**src/rtl/uart_pkg.sv**
```systemverilog
// Shared constants for the UART byte transmitter.
// State encodings, idle line level and default baud divider.
package uart_pkg;

   typedef logic [2:0] state_t;

   localparam state_t S_IDLE   = 3'd0;
   localparam state_t S_START  = 3'd1;
   localparam state_t S_DATA   = 3'd2;
   localparam state_t S_PARITY = 3'd3;
   localparam state_t S_STOP   = 3'd4;

   localparam int   DEFAULT_CLKS_PER_BIT = 5208;
   localparam logic IDLE_LEVEL           = 1'b1;

endpackage

```
**src/rtl/uart_byte_tx_baud.sv**
```systemverilog
// Baud divider: counts 0..CLKS_PER_BIT-1, ticks on the wrap cycle.
// A synchronous clear restarts the count on every state entry.
module baud_tick_gen #(
   parameter int CLKS_PER_BIT = 4,
   localparam int W = (CLKS_PER_BIT > 1) ? $clog2(CLKS_PER_BIT) : 1
) (
   input  logic clk,
   input  logic rst_n,
   input  logic clr,
   output logic tick
);

   logic [W-1:0] cnt_q, cnt_d;

   assign tick = (cnt_q == W'(CLKS_PER_BIT - 1));

   always_comb begin
      cnt_d = cnt_q + W'(1);
      if (clr || tick) cnt_d = '0;
   end

   always_ff @(posedge clk or negedge rst_n) begin
      if (!rst_n) cnt_q <= '0;
      else        cnt_q <= cnt_d;
   end

endmodule

```
**src/rtl/uart_byte_tx.sv**
```systemverilog
// UART byte transmitter: start, 8 data bits LSB first, optional even
// parity, 1 or 2 stop bits. Launches on a rising edge of out_start.
module uart_byte_tx
   import uart_pkg::*;
#(
   parameter int CLKS_PER_BIT = DEFAULT_CLKS_PER_BIT,
   parameter bit PARITY_EN    = 1'b0,
   parameter int STOP_BITS    = 1
) (
   input  logic       clk,
   input  logic       rst_n,
   input  logic [7:0] out_data,
   input  logic       out_start,
   output logic       out_finish,
   output logic       tx,
   output logic       tx_overrun
);

   localparam logic [2:0] LAST_STOP = 3'(STOP_BITS - 1);

   state_t     state_q, state_d;
   logic [7:0] shift_q, shift_d;
   logic [2:0] idx_q, idx_d;
   logic       parity_q, parity_d;
   logic       start_q, start_d;
   logic       tx_q, tx_d;
   logic       fin_q, fin_d;
   logic       ovr_q, ovr_d;
   logic       tick;
   logic       clr;
   logic       rise;

   assign rise = out_start & ~start_q;

   baud_tick_gen #(.CLKS_PER_BIT(CLKS_PER_BIT)) u_baud (
      .clk   (clk),
      .rst_n (rst_n),
      .clr   (clr),
      .tick  (tick)
   );

   always_comb begin
      state_d  = state_q;
      shift_d  = shift_q;
      idx_d    = idx_q;
      parity_d = parity_q;
      tx_d     = tx_q;
      fin_d    = fin_q;
      start_d  = out_start;
      ovr_d    = 1'b0;
      unique case (state_q)
         S_IDLE: begin
            tx_d  = IDLE_LEVEL;
            fin_d = 1'b1;
            if (rise) begin
               shift_d  = out_data;
               parity_d = ^out_data;
               tx_d     = 1'b0;
               fin_d    = 1'b0;
               state_d  = S_START;
            end
         end
         S_START: begin
            if (tick) begin
               state_d = S_DATA;
               idx_d   = '0;
               tx_d    = shift_q[0];
            end
         end
         S_DATA: begin
            if (tick) begin
               if (idx_q == 3'd7) begin
                  idx_d = '0;
                  if (PARITY_EN) begin
                     state_d = S_PARITY;
                     tx_d    = parity_q;
                  end else begin
                     state_d = S_STOP;
                     tx_d    = IDLE_LEVEL;
                  end
               end else begin
                  idx_d = idx_q + 3'd1;
                  tx_d  = shift_q[idx_q + 3'd1];
               end
            end
         end
         S_PARITY: begin
            if (tick) begin
               state_d = S_STOP;
               idx_d   = '0;
               tx_d    = IDLE_LEVEL;
            end
         end
         S_STOP: begin
            if (tick) begin
               if (idx_q == LAST_STOP) begin
                  state_d = S_IDLE;
                  fin_d   = 1'b1;
               end else begin
                  idx_d = idx_q + 3'd1;
               end
            end
         end
         default: begin
            state_d = S_IDLE;
            tx_d    = IDLE_LEVEL;
            fin_d   = 1'b1;
         end
      endcase
      // a rise while busy, including the STOP completion edge, is dropped
      if (rise && state_q != S_IDLE) ovr_d = 1'b1;
   end

   assign clr = (state_q == S_IDLE) || (state_d != state_q);

   always_ff @(posedge clk or negedge rst_n) begin
      if (!rst_n) begin
         state_q  <= S_IDLE;
         shift_q  <= '0;
         idx_q    <= '0;
         parity_q <= 1'b0;
         start_q  <= 1'b0;
         tx_q     <= IDLE_LEVEL;
         fin_q    <= 1'b1;
         ovr_q    <= 1'b0;
      end else begin
         state_q  <= state_d;
         shift_q  <= shift_d;
         idx_q    <= idx_d;
         parity_q <= parity_d;
         start_q  <= start_d;
         tx_q     <= tx_d;
         fin_q    <= fin_d;
         ovr_q    <= ovr_d;
      end
   end

   assign tx         = tx_q;
   assign out_finish = fin_q;
   assign tx_overrun = ovr_q;

endmodule

```
**config.mk**
```make
export PLATFORM = sky130hd
export DESIGN_NAME = uart_byte_tx
export DESIGN_NICKNAME = d
export VERILOG_FILES = /design/src/rtl/uart_pkg.sv /design/src/rtl/uart_byte_tx_baud.sv /design/src/rtl/uart_byte_tx.sv
export SDC_FILE = /design/constraint.sdc
export NUM_CORES = 1
export LEC_CHECK = 0
export CAP_MARGIN = 10
export CORE_ASPECT_RATIO = 0.7
export CORE_MARGIN = 5
export CORE_UTILIZATION = 40
export DETAILED_ROUTE_END_ITERATION = 8
export GPL_ROUTABILITY_DRIVEN = 1
export PLACE_DENSITY_LB_ADDON = 0.3
export SETUP_SLACK_MARGIN = 0.4
export SLEW_MARGIN = 0
export SYNTH_ARGS = -nofsm -noshare
export SYNTH_HDL_FRONTEND = slang
export SYNTH_SLANG_ARGS = --single-unit
export TNS_END_PERCENT = 5
```
**constraint.sdc**
```tcl
create_clock -name clk -period 2.3 [get_ports clk]
set_clock_uncertainty 0.1 [all_clocks]
set_input_delay 0.46 -clock clk [delete_from_list [all_inputs] [get_ports clk]]
set_output_delay 0.46 -clock clk [all_outputs]
set_load 0.02 [all_outputs]
```
==> flow_summary.toml <==
[timing]
slew_headroom_pct = 65.1
fin_crit_ns = 1.94
worst_pin_slew_ns = 0.523
finalHoldViolCount = 0
setup_tns_ns = 0
min_period_over_period_pct = 84.3
max_freq_mhz = 516
finalSetupViolCount = 0
drv_slew = 0
rsz0062_at_grt = "yes"

[die]
ios = 14
initial_utilization_pct = 40.6
core_area_um2 = 3830
num_rows = 19
die_y_um = 62.2
die_w_um = 84.5
die_area_um2 = 5260

[synth]
synth_ff_type = "dfrtp_1"
synth_seq_cells = 31
ys_warn_count = 0
avgSynthCellArea_um2 = 10.6
syn_area_um2 = 1560
synth-edff-count = 0
synth.distinct_cells = 38
syn_nets = 162
netlist_top_cells_count = "dfrtp_1 (29), nor2_1 (16)"
async_reset_ff_share_pct = 100
synth.area.top_cells = "dfrtp_1 (47%), mux2_2 (6.5%), xor2_1 (5.1%)"
synth_top_area_share_pct = 46.7
synth_area_leader_cell = "dfrtp_1"
synthCells = 147
yosysSeqAreaShare_pct = 50.0
synth.most_common_cell = "dfrtp_1"

[critical_path]
required_ns = 2.35
cpPeakStageDelay_ns = 0.55
critical_path.top_delay_family = "simple AND/OR/NAND/NOR gates"
path_cells = "or4b_4 > or3_4 > o21ai_4 > nor2_1"
worstPathMaxFanout = 13
slowest_stage = "or4b_4"
path_class = "reg -> reg"
cp_data_arrival_time_ns = 1.99
end_kind = "flip-flop"
rrSetupSlack_ns = 0.36
worst-path-buf-inv = 0
start_kind = "flip-flop"

[route]
wire_per_inst_um = 13.3
wirelength_um = 2890
drt_pass1_iterations = 4
routed_via_density = 5.18
drt-initial-drc-count = 154
vias = 1123
route.detailed.drc = 0
antenna_left = 0

[clock_tree]
cts-buffers-inserted = 5
cts_sinks = 31
clockRootBuffer = "clkbuf_8"
hold_buffers = 0
clk_pin_slew_ns = 0.07
cts_tree = "built"
cts.path.max_buffers = 2
h-tree-depth = 2
clk_latency_ns = 0.28

[global_route]
grt_use_total_pct = 11.8
grt_pass1_vias = 1079
overflow = 0
grt_max_degree = 32
antenna_found_initial = 0
grt_pass1_wl_um = 4970

[power]
p_leak_uw = 0.000819
power_uw = 1010
p_per_area_nw_per_um2 = 548
peakVddDrop_mv = 0.235

[place]
hpwl_um = 2090
port_buffers = 13
gp_congestion = 0.778
dpl_cell_area_um2 = 1740

[flow_run]
maxCapViolations = 0

[status]
status = "complete, no violations"

[finish]
antenna_cells = 0
syn_to_final_growth_pct = 19.1
drive_gt1_share_pct = 17.6
fin_nets = 179
fin_area_um2 = 1850

[min_path]
hold_path.class = "reg -> reg"
per-layer routing:
| layer | GRT usage [%] | wire length, um |
|---|---|---|
| met5 | 0 | 0 |
| met4 | 5.34 | 40 |
| met3 | 3.57 | 152 |
| met2 | 17.2 | 1330 |
| met1 | 16.0 | 1370 |
cells by family (layout without fill, tap and decap cells):
| family | Yosys count | after routing | synth area share, % |
|---|---|---|---|
| XOR/XNOR | 10 | 10 | 5.63 |
| buffers and inverters | 10 | 28 | 2.98 |
| adder cells (fa/ha/maj) | 4 | 4 | 3.22 |
| AND/OR/NAND/NOR | 61 | 61 | 21.6 |
| AO/OA/AOI/OAI | 20 | 20 | 7.96 |
| flip-flops | 31 | 31 | 50.0 |
| multiplexers | 11 | 11 | 8.61 |
cells in the final DEF, fill, tap and decap left out, types with 4 or more instances in the layout:
cell and count:
clkbuf_8 6, buf_4 4, nand2b_1 5, clkdlybuf4s50_1 11, nor2_1 16, nand2_1 6, dfrtp_1 28, nand3_1 5
a21oi_1 4, o21ai_0 6, ha_1 4, xor2_1 9, nor3_1 9, mux2_2 9
sequential cells by signal (all words and copies together) (netlist names):
register / cells
idx_q: 3
tx_overrun: 1
u_baud.cnt_q: 13
state_q: 3
tx: 1
out_finish: 1
start_q: 1
shift_q: 8
cell type report:
type	count	area (um^2)
clock buffer	7	86.3
clock inverter	1	5.00
inverter	3	11.3
timing repair buffer	17	161
tap	52	65.1
multi-input combinational	106	743
sequential	31	779
fill	354	1980
where the power goes:
| part | internal (uW) | leakage, uW | switching, uW |
|---|---|---|---|
| clock network | 241 | 0.0000482 | 193 |
| logic | 18.0 | 0.000369 | 14.7 |
| registers | 547 | 0.000401 | 0.311 |
timing repair:
item,4_1_cts,5_1_grt
endpoints found under the setup margin,21,21
setup buffers,0,1
gates resized for setup,2,6
pin swaps,0,1
final timing paths:
path | start | depth (start not counted) | endpoint
worst max-delay path | u_baud.cnt_q[9]$_DFF_PN0_ | 4 | u_baud.cnt_q[9]$_DFF_PN0_
worst min-delay path | u_baud.cnt_q[0]$_DFF_PN0_ | 1 | u_baud.cnt_q[0]$_DFF_PN0_
worst max register to register | u_baud.cnt_q[9]$_DFF_PN0_ | 4 | u_baud.cnt_q[9]$_DFF_PN0_
worst min register to register | u_baud.cnt_q[0]$_DFF_PN0_ | 1 | u_baud.cnt_q[0]$_DFF_PN0_
max in group asynchronous | rst_n | 2 | tx$_DFFE_PN1P_
min in group asynchronous | rst_n | 2 | u_baud.cnt_q[8]$_DFF_PN0_
metrics by stage:
| stage | setup WS (ns) | utilization (%) | instances | hold slack [ns] |
|---|---|---|---|---|
| 2_1_floorplan | 0.405 | - | 147 | 0.0644 |
| 3_3_place_gp | 0.343 | 45.4 | 208 | 0.339 |
| 3_5_place_dp | 0.261 | 45.4 | 208 | 0.347 |
| 4_1_cts | 0.308 | 48.0 | 216 | 0.370 |
| 5_1_grt | 0.281 | 48.4 | 217 | 0.373 |
| 6_report | 0.362 | 48.4 | 217 | 0.360 |
Note: power is estimated with default switching activity, not from simulation.
